$ cat config.mk
export PLATFORM = sky130hd
export DESIGN_NAME = ctrl_rx
export DESIGN_NICKNAME = d
export VERILOG_FILES = /design/src/rtl/ocs_ctrl_pkg.sv /design/src/rtl/ctrl_rx_hdr_chk.sv /design/src/rtl/ctrl_rx.sv
export SDC_FILE = /design/constraint.sdc
export NUM_CORES = 1
export LEC_CHECK = 0
export ABC_AREA = 1
export BUFFER_PORTS_ARGS = -buffer_cell sky130_fd_sc_hd__buf_2
export CAP_MARGIN = 30
export CORE_ASPECT_RATIO = 0.8
export CORE_MARGIN = 8
export CORE_UTILIZATION = 54
export DETAILED_ROUTE_END_ITERATION = 10
export GPL_TIMING_DRIVEN = 0
export PLACE_DENSITY = 0.85
export SETUP_SLACK_MARGIN = 0.05
export SLEW_MARGIN = 15
export SYNTH_ARGS = -nofsm -noshare
export SYNTH_HDL_FRONTEND = slang
export SYNTH_SLANG_ARGS = --single-unit
$ cat constraint.sdc
create_clock -name i_clk -period 7.25 [get_ports i_clk]
set_clock_uncertainty 0.1 [all_clocks]
set_input_delay 0.725 -clock i_clk [delete_from_list [all_inputs] [get_ports i_clk]]
set_output_delay 0.725 -clock i_clk [all_outputs]
set_load 0.01 [all_outputs]
$ cat src/rtl/ocs_ctrl_pkg.sv
// Constants and types shared by the OCS controller slot-control RX and TX paths.
package ocs_ctrl_pkg;

  localparam logic [15:0] SLOT_ID_TYPE   = 16'hff03;
  localparam logic [15:0] SIM_START_TYPE = 16'hff0a;

  localparam int unsigned FRAME_LEN = 8;

  localparam logic [2:0] BEAT_HDR0 = 3'd0;
  localparam logic [2:0] BEAT_HDR1 = 3'd1;
  localparam logic [2:0] BEAT_TS   = 3'd2;
  localparam logic [2:0] BEAT_LAST = 3'(FRAME_LEN - 1);

  typedef enum logic [1:0] {
    ST_IDLE,
    ST_HDR1,
    ST_PAYLOAD,
    ST_DROP
  } rx_state_t;

  typedef enum logic {
    FRM_SLOT,
    FRM_SIM
  } frame_type_t;

endpackage

$ cat src/rtl/ctrl_rx_hdr_chk.sv
// Combinational header field checks for beats 0 and 1 of a slot-control frame.
module ctrl_rx_hdr_chk
  import ocs_ctrl_pkg::*;
#(
  parameter logic [15:0] P_SLOT_ID_TYPE = SLOT_ID_TYPE,
  parameter logic [15:0] P_SIM_START    = SIM_START_TYPE,
  parameter logic [47:0] P_CTRL_MAC     = 48'h8D_BC_5C_4A_1A_1F,
  parameter logic [47:0] P_MY_MAC       = 48'h8D_BC_5C_4A_00_00
) (
  input  logic [63:0]  data,
  output logic         hdr0_ok,
  output logic         hdr1_ok,
  output frame_type_t  frame_type
);

  logic [15:0] type_code;

  always_comb begin
    type_code  = data[31:16];
    hdr0_ok    = (data[63:16] == P_CTRL_MAC) && (data[15:0] == P_MY_MAC[47:32]);
    hdr1_ok    = (data[63:32] == P_MY_MAC[31:0]) &&
                 ((type_code == P_SLOT_ID_TYPE) || (type_code == P_SIM_START));
    frame_type = (type_code == P_SIM_START) ? FRM_SIM : FRM_SLOT;
  end

endmodule

$ cat src/rtl/ctrl_rx.sv
// ToR-side slot-control packet receiver: parses 8-beat AXIS frames from the OCS
// controller and publishes slot ID, timestamp and start pulses.
module ctrl_rx
  import ocs_ctrl_pkg::*;
#(
  parameter logic [15:0] P_SLOT_ID_TYPE = SLOT_ID_TYPE,
  parameter logic [15:0] P_SIM_START    = SIM_START_TYPE,
  parameter logic [47:0] P_CTRL_MAC     = 48'h8D_BC_5C_4A_1A_1F,
  parameter logic [47:0] P_MY_MAC       = 48'h8D_BC_5C_4A_00_00
) (
  input  logic        i_clk,
  input  logic        i_rst,
  input  logic        i_rx_axis_tvalid,
  input  logic [63:0] i_rx_axis_tdata,
  input  logic        i_rx_axis_tlast,
  input  logic [7:0]  i_rx_axis_tkeep,
  input  logic        i_rx_axis_tuser,
  output logic        o_rx_axis_tready,
  output logic        o_new_slot_start,
  output logic        o_sim_start,
  output logic        o_slot_id,
  output logic [63:0] o_time_stamp,
  output logic [15:0] o_good_cnt,
  output logic [15:0] o_err_cnt
);

  rx_state_t   state, state_nxt;
  logic [2:0]  beat, beat_nxt;
  logic        ready;
  logic        acc;
  logic        keep_ok;
  logic        hdr0_ok, hdr1_ok;
  frame_type_t hdr_type, pend_type;
  logic        pend_slot;
  logic [63:0] pend_ts;
  logic        err_inc, commit, latch_hdr, latch_ts;

  assign o_rx_axis_tready = ready;
  assign acc              = i_rx_axis_tvalid & ready;
  assign keep_ok          = (i_rx_axis_tkeep == '1);

  ctrl_rx_hdr_chk #(
    .P_SLOT_ID_TYPE (P_SLOT_ID_TYPE),
    .P_SIM_START    (P_SIM_START),
    .P_CTRL_MAC     (P_CTRL_MAC),
    .P_MY_MAC       (P_MY_MAC)
  ) u_hdr_chk (
    .data       (i_rx_axis_tdata),
    .hdr0_ok    (hdr0_ok),
    .hdr1_ok    (hdr1_ok),
    .frame_type (hdr_type)
  );

  always_comb begin
    state_nxt = state;
    beat_nxt  = beat;
    err_inc   = 1'b0;
    commit    = 1'b0;
    latch_hdr = 1'b0;
    latch_ts  = 1'b0;
    if (acc) begin
      unique case (state)
        ST_IDLE: begin
          // A single-beat frame is always an error, whatever its header says.
          if (i_rx_axis_tlast) begin
            err_inc = 1'b1;
          end else if (!keep_ok) begin
            err_inc   = 1'b1;
            state_nxt = ST_DROP;
          end else if (hdr0_ok) begin
            state_nxt = ST_HDR1;
            beat_nxt  = BEAT_HDR1;
          end else begin
            state_nxt = ST_DROP;
          end
        end
        ST_HDR1: begin
          if (!keep_ok || i_rx_axis_tlast) begin
            err_inc   = 1'b1;
            state_nxt = i_rx_axis_tlast ? ST_IDLE : ST_DROP;
          end else if (hdr1_ok) begin
            latch_hdr = 1'b1;
            state_nxt = ST_PAYLOAD;
            beat_nxt  = BEAT_TS;
          end else begin
            state_nxt = ST_DROP;
          end
        end
        ST_PAYLOAD: begin
          if (!keep_ok) begin
            err_inc   = 1'b1;
            state_nxt = i_rx_axis_tlast ? ST_IDLE : ST_DROP;
          end else if (beat == BEAT_LAST) begin
            if (!i_rx_axis_tlast) begin
              err_inc   = 1'b1;
              state_nxt = ST_DROP;
            end else begin
              err_inc   = i_rx_axis_tuser;
              commit    = !i_rx_axis_tuser;
              state_nxt = ST_IDLE;
            end
          end else if (i_rx_axis_tlast) begin
            err_inc   = 1'b1;
            state_nxt = ST_IDLE;
          end else begin
            latch_ts = (beat == BEAT_TS);
            beat_nxt = beat + 3'd1;
          end
        end
        ST_DROP: begin
          if (i_rx_axis_tlast) state_nxt = ST_IDLE;
        end
        default: state_nxt = ST_IDLE;
      endcase
    end
  end

  always_ff @(posedge i_clk or posedge i_rst) begin
    if (i_rst) begin
      state            <= ST_IDLE;
      beat             <= BEAT_HDR0;
      ready            <= 1'b0;
      pend_type        <= FRM_SLOT;
      pend_slot        <= 1'b0;
      pend_ts          <= '0;
      o_new_slot_start <= 1'b0;
      o_sim_start      <= 1'b0;
      o_slot_id        <= 1'b0;
      o_time_stamp     <= '0;
      o_good_cnt       <= '0;
      o_err_cnt        <= '0;
    end else begin
      state            <= state_nxt;
      beat             <= beat_nxt;
      ready            <= 1'b1;
      o_new_slot_start <= 1'b0;
      o_sim_start      <= 1'b0;
      if (latch_hdr) begin
        pend_type <= hdr_type;
        pend_slot <= i_rx_axis_tdata[0];
      end
      if (latch_ts) pend_ts <= i_rx_axis_tdata;
      if (commit) begin
        o_slot_id        <= pend_slot;
        o_time_stamp     <= pend_ts;
        o_good_cnt       <= o_good_cnt + 16'd1;
        o_new_slot_start <= (pend_type == FRM_SLOT);
        o_sim_start      <= (pend_type == FRM_SIM);
      end
      if (err_inc && (o_err_cnt != '1)) o_err_cnt <= o_err_cnt + 16'd1;
    end
  end

endmodule

# Word-level counts from Yosys, hierarchy flattened
# Cells that the tools add are included.
[word_totals]
regBits = 171
mem_bits_ro = 0
mem_count = 0
wordCells = 93
input_bits = 77
output_inout_bits = 100
ramBits = 0
latchBits = 0
[classes]
n_mux = 45
eq_ne = 20
order_cmp = 0
div = 0
reduce_logical = 11
add_sub_neg = 3
multipliers = 0
bitwise = 2
shift = 0
[ops]
columns = ["cell", "count"]
rows = [
  ["16-bit == test, second input constant", 3],
  ["48-bit == test, second input constant", 1],
  ["16-bit by 1-bit adder with 16-bit output, second input constant", 2],
  ["32-bit by 31-bit == test with 1-bit output, second input constant", 1],
  ["1-bit two-way mux", 26],
  ["3-bit two-way mux", 8],
  ["2-bit two-way mux", 8],
  ["16-bit != test, second input constant", 1],
  ["2-bit != test, second input constant", 8],
  ["10-bit AND reduction", 1],
  ["3-bit case mux with 3 select lines", 1],
  ["8-bit == test, second input constant", 1],
  ["2-bit case mux with 4 select lines", 1],
  ["2-bit == test, second input constant", 2],
  ["3-bit by 1-bit adder with 3-bit output, second input constant", 1],
  ["3-bit by 2-bit == test with 1-bit output, second input constant", 1],
  ["3-bit == test, second input constant", 1],
  ["1-bit logical AND", 3],
  ["1-bit case mux with 3 select lines", 1],
  ["3-bit nonzero test", 1],
  ["2-bit by 1-bit == test with 1-bit output, second input constant", 1],
  ["1-bit zero test", 2],
  ["2-bit zero test", 1],
  ["1-bit logical OR", 2],
  ["3 further kinds", 3],
]

# Depth between registers and ports, before layout
# Gate-level depths: netlist of run 1.
[logic_depth]
ltp_word = 7
depth_mapped = 12
depth_no_buf = 12

# Modules after synthesis
# Synthesis of run 1 repeated with hierarchy kept, for this count alone.
[unflattened]
hier_cells = 971
hier_area_um2 = 7965.1
[by_module_without_submodules]
columns = ["module", "seq_area_each_um2", "area_per_inst_um2", "cells_per_inst", "instances"]
rows = [
  ["ctrl_rx", 4279.1, 7423.4, 831, 1],
  ["ctrl_rx_hdr_chk", 0.0, 541.8, 140, 1],
]

# Worst setup path before layout of run 1
# Ideal clock, no wire load.
[synth_path]
kind = "input port to flip-flop"
start = "in i_rx_axis_tkeep[7]"
end = "reg pend_ts[27]"
stages = 7
t_required_ps = 7022
path_buffers = 1
path_slack_ps = 5351
setup_ps = 128
arrival_time_ps = 1672
path_cell_list = "nand2_1 -> nor2_2 -> nand2_2 -> inv_2 -> nand4_2 -> buf_2 -> mux2_1"
[synth_between]
elab_chain_len = 4
[synth_rtl]
columns = ["item", "line", "rtl"]
rows = [
  ["from (decl)", "ctrl_rx.sv:16", "input logic [7:0] i_rx_axis_tkeep,"],
  ["8-bit == test", "ctrl_rx.sv:40", "assign keep_ok = (i_rx_axis_tkeep == '1);"],
  ["1-bit two-way mux", "ctrl_rx.sv:90", "if (!keep_ok) begin"],
  ["1-bit two-way mux", "ctrl_rx.sv:62", "unique case (state)"],
  ["1-bit two-way mux", "ctrl_rx.sv:61", "if (acc) begin"],
  ["to (signal assigned)", "ctrl_rx.sv:142", "if (latch_ts) pend_ts <= i_rx_axis_tdata;"],
  ["to (decl)", "ctrl_rx.sv:35", "logic [63:0] pend_ts;"],
]
# No other way between the ends.
# A chain may end at the register's enable or synchronous reset.

# Worst setup path in the final report of run 1
[layout_path]
start = "reg beat[0]"
end = "reg o_time_stamp[39]"
[layout_between]
elab_chain_len = 5
[layout_rtl]
columns = ["item", "line", "rtl"]
rows = [
  ["from (decl)", "ctrl_rx.sv:28", "logic [2:0] beat, beat_nxt;"],
  ["from (signal assigned)", "ctrl_rx.sv:134", "beat <= beat_nxt;"],
  ["3-bit == test", "ctrl_rx.sv:93", "end else if (beat == BEAT_LAST) begin"],
  ["1-bit two-way mux", "ctrl_rx.sv:93", ""],
  ["1-bit two-way mux", "ctrl_rx.sv:90", ""],
  ["1-bit two-way mux", "ctrl_rx.sv:62", ""],
  ["1-bit two-way mux", "ctrl_rx.sv:61", ""],
  ["to (signal assigned)", "ctrl_rx.sv:145", "o_time_stamp <= pend_ts;"],
  ["to (decl)", "ctrl_rx.sv:22", "output logic [63:0] o_time_stamp,"],
]
# No other way between the ends.

==> impl_metrics.py, run 1 <==
metrics = {
    "drt": {
        "wirelength_um": 21300,
        "drt_iter0_markers": 489,
        "viasPerCell": 5.20,
        "drc": 0,
        "vias": 6841,
        "ant_nets": 0,
        "wl_per_cell_um": 16.2,
        "firstDrtPassIters": 5,
    },
    "synthesis": {
        "netlist_area_um2": 7720,
        "ys_ff_latch": 171,
        "ys_warn_count": 0,
        "avgSynthCellArea_um2": 8.41,
        "synthCells": 918,
        "synth_cell_types": 34,
        "yosysSeqAreaShare_pct": 55.4,
        "syn_nets": 1005,
    },
    "layout": {
        "nFillCells": 1198,
        "finalCoreUtilization_pct": 66.9,
        "postLayoutCellArea_um2": 9470,
        "drive_gt1_share_pct": 21.8,
        "layout_common_cells": "nand2_1 (307), buf_2 (192), dfrtp_1 (171), nor2_1 (92), inv_1 (86)",
        "mostFrequentLayoutCell": "nand2_1",
        "area_growth_syn_to_layout_pct": 22.7,
        "nNetsFinal": 1201,
        "final_cells": 1316,
    },
    "pwr": {
        "seqPwrFrac_pct": 45.9,
        "netSwitchingFraction_pct": 26.1,
        "cellInternalPower_uw": 1620,
        "p_switching_uw": 573,
        "p_leak_uw": 0.00524,
        "combPwrFrac_pct": 12.1,
        "clkPwrFrac_pct": 42.0,
        "pwr_density_cell_nw_per_um2": 232,
        "peakVddDrop_v": 0.000177,
    },
    "clock_network": {
        "postCtsResizedCells": 0,
        "cts_made_buffers": 17,
        "post_cts_buffers": 0,
        "cts_tree": "yes",
        "cts.sinks": 171,
        "postCtsHoldBufs": 0,
        "clock_path_buffers": 2,
        "clkTransAtPathRegs_ps": 60,
        "cts-root-buf": "clkbuf_16",
        "clkLatencyLatePin_ps": 420,
        "htreeDepth": 4,
    },
    "worst_setup_path": {
        "critical_path_class": "reg -> reg",
        "start_kind": "register",
        "setup.worst_path.end_class": "register",
        "arrival_ps": 2440,
        "crit_required_ps": 7430,
        "path_max_fanout": 10,
    },
    "placed_design": {
        "hpwlAfterDp_um": 15900,
        "io_buffers": 176,
        "place.gp.congestion": 0.927,
        "placedCellCount": 1279,
        "placed_area_um2": 8870,
    },
    "sta": {
        "slew_headroom_pct": 62.3,
        "max_freq_mhz": 442,
        "fin_tns_setup_ps": 0,
        "slew_violations": 0,
        "rsz0062_at_grt": "no",
        "hold_viol_final": 0,
        "finalCriticalPeriod_ps": 2260,
        "setup_viol": 0,
        "period_share_pct": 31.2,
        "worst_pin_slew_ps": 565,
    },
    "global_route": {
        "antenna_found_initial": 3,
        "grt_pass1_vias": 6672,
        "grt_max_degree": 109,
        "gr-total-overflow": 0,
        "grt_pass1_wl_um": 33900,
        "grt_use_total_pct": 23.6,
    },
    "die": {
        "initial_core_util_pct": 54.6,
        "core-area_um2": 14200,
        "io_pins": 177,
        "die_w_um": 150,
        "die_h_um": 123,
        "rows": 39,
        "die-area_um2": 18400,
    },
    "flow_run": {
        "cap_violations": 0,
    },
    "status": {
        "outcome": "finished, final reports clean",
    },
    "min_path": {
        "hp-class": "in -> async",
    },
}
[registers in the layout (all words and copies together), names as in the netlist]
signal and cells:
state 2, o_sim_start 1, pend_ts 64, o_rx_axis_tready 1, o_slot_id 1, beat 3
pend_slot 1, o_time_stamp 64, o_good_cnt 16, pend_type 1, o_new_slot_start 1, o_err_cnt 16
[worst paths after layout]
check / cells past startpoint / startpoint / slack, ps / to
max in group asynchronous: 3 / i_rst / 5950 / pend_ts[37]
min in group i_clk: 2 / o_time_stamp[37] / 370 / o_time_stamp[37]
hold / removal: 2 / i_rst / 210 / o_time_stamp[12]
setup / recovery: 9 / beat[0] / 4990 / o_time_stamp[39]
hold reg to reg: 2 / o_time_stamp[37] / 370 / o_time_stamp[37]
setup reg to reg: 9 / beat[0] / 4990 / o_time_stamp[39]
[layer usage]
layer	wire length (µm)	track usage, %	part of all wire, %
met1	9200	30.6	43
met2	9920	38.1	47
met3	1690	5.49	8.0
met4	466	9.91	2.2
met5	0	0	0
[area by class of cell]
class                   instances  area, µm²  share of cell area (%)
diodes                          5       12.5                   0.132
plain buffers                  30        151                    1.60
clock buffers                  21        450                    4.75
clock inverters                11        144                    1.52
inverters                      91        349                    3.69
multi-input cells             626       2950                    31.1
flip-flops and latches        171       4280                    45.2
well taps                     184        230                    2.43
repair buffers                177        908                    9.59
[power by group through the flow]
stage / Sequential [µW] / Combinational [µW] / Clock, µW
6_report: 1010 / 264 / 922
5_1_grt: 1010 / 303 / 971
4_1_cts: 1010 / 264 / 932
3_5_place_dp: 1020 / 261 / 0
3_3_place_gp: 1020 / 258 / 0
2_1_floorplan: 1030 / 164 / 0
[worst max-delay path, cell delays in order (launching register included)]
cell and delay, ps:
dfrtp_1 420, ha_1 210, ha_1 230, nand2_1 100, nor2_2 50, nand3_1 100
nor2_4 60, inv_2 210, clkbuf_1 480, o21ai_0 160
[stage by stage]
stage          total power (µW)  setup slack, ps  hold slack, ps
2_1_floorplan              1190             1790             326
3_3_place_gp               1280             33.1             350
3_5_place_dp               1290             4910             353
4_1_cts                    2200             4990             232
5_1_grt                    2280             4840             244
6_report                   2190             4990             215
[Yosys cell counts]
master / instances / area, µm²
o21bai_1: 1 / 7.51
xnor2_1: 12 / 105
buf_2: 16 / 80.1
nand2_2: 2 / 12.5
clkbuf_1: 10 / 37.5
and2_1: 1 / 6.26
ha_1: 10 / 125
mux2_1: 4 / 45.0
nor2_4: 1 / 11.3
inv_1: 87 / 327
xor2_1: 14 / 123
mux2_2: 3 / 33.8
o21ai_1: 11 / 55.1
nor3_1: 11 / 55.1
nor2_1: 92 / 345
buf_4: 3 / 22.5
o21ai_0: 58 / 290
inv_2: 4 / 15.0
nand4_2: 1 / 12.5
a211oi_1: 1 / 7.51
nand3_1: 32 / 160
nor3b_2: 1 / 12.5
nand3b_1: 5 / 37.5
o211ai_1: 1 / 7.51
conb_1: 1 / 3.75
nand4_1: 25 / 156
buf_6: 1 / 11.3
nand2_1: 307 / 1150
nor2_2: 3 / 18.8
a21oi_1: 24 / 120
dfrtp_1: 171 / 4280
nand3_2: 1 / 10.0
nor3b_1: 1 / 7.51
o21ai_2: 3 / 26.3
[cells by family after synthesis]
logic type               synth area share [%]
AO/OA/AOI/OAI                            6.66
XOR/XNOR                                 2.95
adder cells (fa/ha/maj)                  1.62
buffers and inverters                    6.39
flip-flops                               55.4
multiplexers                             1.02
other                                  0.0486
AND/OR/NAND/NOR                          25.9
Note: power is estimated with default switching activity, not from simulation.
==> inputs of run 2 (changes only) <==
==> constraint.sdc (replaced) <==
create_clock -name i_clk -period 2.2 [get_ports i_clk]
set_clock_uncertainty 0.1 [all_clocks]
set_input_delay 0.22 -clock i_clk [delete_from_list [all_inputs] [get_ports i_clk]]
set_output_delay 0.22 -clock i_clk [all_outputs]
set_load 0.01 [all_outputs]
==> run 2 against run 1 <==
- sequential power grew to 3.3 times the previous value
- sequential share of layout area shrank 2.9 points
- final cell count grew 4.0%
- setup slack lost 4900 ps
- sequential cell count is the same
- utilization grew 4.7 points
- count of clock-buffer cells in the layout grew 2
- worst hold slack lost 210 ps
- register-to-register slack lost 4900 ps
- critical path type unchanged
- largest power group unchanged
- highest routed layer is now met5
==> impl_metrics.py, run 2 (synthesis results as in run 1) <==
metrics = {
    "clock_network": {
        "clkLatencyLatePin_ps": 420,
        "cts-root-buf": "clkbuf_16",
        "clkTransAtPathRegs_ps": 60,
        "clock_path_buffers": 2,
        "htreeDepth": 4,
        "cts_made_buffers": 17,
        "cts_tree": "yes",
        "cts.sinks": 171,
    },
    "placed_design": {
        "placedCellCount": 1284,
        "hpwlAfterDp_um": 16300,
        "placed_area_um2": 8960,
        "io_buffers": 176,
        "place.gp.congestion": 0.937,
    },
    "layout": {
        "nFillCells": 1076,
        "drive_gt1_share_pct": 22.9,
        "nNetsFinal": 1256,
        "postLayoutCellArea_um2": 10100,
        "finalCoreUtilization_pct": 71.6,
        "mostFrequentLayoutCell": "nand2_1",
        "layout_common_cells": "nand2_1 (307), buf_2 (186), dfrtp_1 (170), nor2_1 (91), inv_1 (85)",
        "multi_input_area_um2": 2980,
        "seq_area_um2": 4280,
        "area_growth_syn_to_layout_pct": 31.3,
        "final_cells": 1368,
        "reg_top3": "o_time_stamp x64, pend_ts x64",
    },
    "sta": {
        "period_share_pct": 93.8,
        "slew_violations": 0,
        "hold_viol_final": 0,
        "finalCriticalPeriod_ps": 2060,
        "hold-worst-slack_ps": 3.73,
        "setup_viol": 0,
        "max_freq_mhz": 485,
    },
    "drt": {
        "ant_nets": 0,
        "drt_iter0_markers": 496,
        "wl_per_cell_um": 16.4,
        "viasPerCell": 5.25,
        "firstDrtPassIters": 7,
        "wirelength_um": 22400,
        "drc": 0,
        "vias": 7184,
    },
    "pwr": {
        "power_uw": 7410,
        "p_leak_uw": 0.00555,
        "pwr_density_cell_nw_per_um2": 731,
        "peakVddDrop_v": 0.000607,
    },
    "die": {
        "die_w_um": 150,
        "rows": 39,
        "initial_core_util_pct": 54.6,
        "die-area_um2": 18400,
        "die_h_um": 123,
        "io_pins": 177,
        "core-area_um2": 14200,
    },
    "global_route": {
        "gr-total-overflow": 0,
        "antenna_found_initial": 3,
        "grt_use_total_pct": 24.6,
        "grt_pass1_vias": 7052,
        "grt_max_degree": 37,
        "grt_pass1_wl_um": 35600,
    },
    "worst_setup_path": {
        "crit_slowest_cell": "dfrtp_1",
        "crit_required_ps": 2410,
        "critical_path_class": "reg -> reg",
        "crit_chain": "inv_2 > ha_1 > buf_4 > nand2_1 > nor3_2 > nand4_2 > buf_6 > buf_2 > nor2_1 > a21oi_1",
        "path_max_fanout": 10,
        "max_stage_delay_ps": 400,
        "start_kind": "register",
        "cp.buffers_inverters": 4,
        "setup.worst_path.end_class": "register",
        "arrival_ps": 2270,
        "path_delay_family": "buffers and inverters",
    },
    "min_path": {
        "hp-class": "in -> reg",
    },
    "status": {
        "outcome": "finished, final reports clean",
    },
    "flow_run": {
        "cap_violations": 0,
    },
}
==> run 2: cell types whose count changed in the layout (fill, tap and decap cells not counted), sizes merged <==
cell,before,now
clkbuf,31,36
inv,92,90
bufinv,3,2
clkinv,3,4
dlygate4sd3,0,45
buf,197,204
diode,5,2
==> run 2: path summary, 6_finish.rpt <==
check                                   end  slack [ps]           startpoint  cells past startpoint
max                              pend_ts[4]         140             state[0]                     10
min                             pend_ts[61]           4  i_rx_axis_tdata[61]                      3
max reg2reg                      pend_ts[4]         140             state[0]                     10
min reg2reg                o_time_stamp[14]         370     o_time_stamp[14]                      2
max in group asynchronous       pend_ts[33]        1080                i_rst                      6
min in group asynchronous    o_good_cnt[11]         300                i_rst                      4
==> run 2: repair_timing <==
item / CTS / global route
hold endpoints to repair: 146 / 0
pin swaps: 0 / 3
resized for setup: 8 / 19
hold buffers: 45 / 0
setup buffers: 0 / 5
endpoints found under the setup margin: 57 / 135
==> run 2: power by group <==
group	switching (µW)	internal [µW]	leakage, µW	total, µW
combinational	603	396	0.00299	999
clock	1230	1850	0.000297	3090
sequential	91.5	3230	0.00226	3320
total	1930	5480	0.00555	7410
==> run 2: layout make-up <==
class,instances,share of cell area (%)
well taps,184,2.27
inverters,91,3.43
plain buffers,30,1.79
clock buffers,23,5.01
diodes,2,0.0494
clock inverters,9,1.09
flip-flops and latches,171,42.2
multi-input cells,626,29.4
repair buffers,232,14.8
==> run 2: worst min-delay path: stages <==
cell	delay, ps
buf_2	110
inv_1	70
o21ai_0	80
==> run 2: through the flow <==
step                      setup WS (ps)  TNS (ps)
after floorplan                    -303    -51760
after global placement            -1320   -224970
after detailed placement          -10.6     -21.0
after CTS                          46.2         0
after global routing              -25.1      -124
final                               137         0
==> run 2: per-layer routing <==
metal,track usage (%),wire length [µm]
met3,6.91,2210
met5,0,13
met2,38.5,10200
met4,11.2,716
met1,31.8,9230
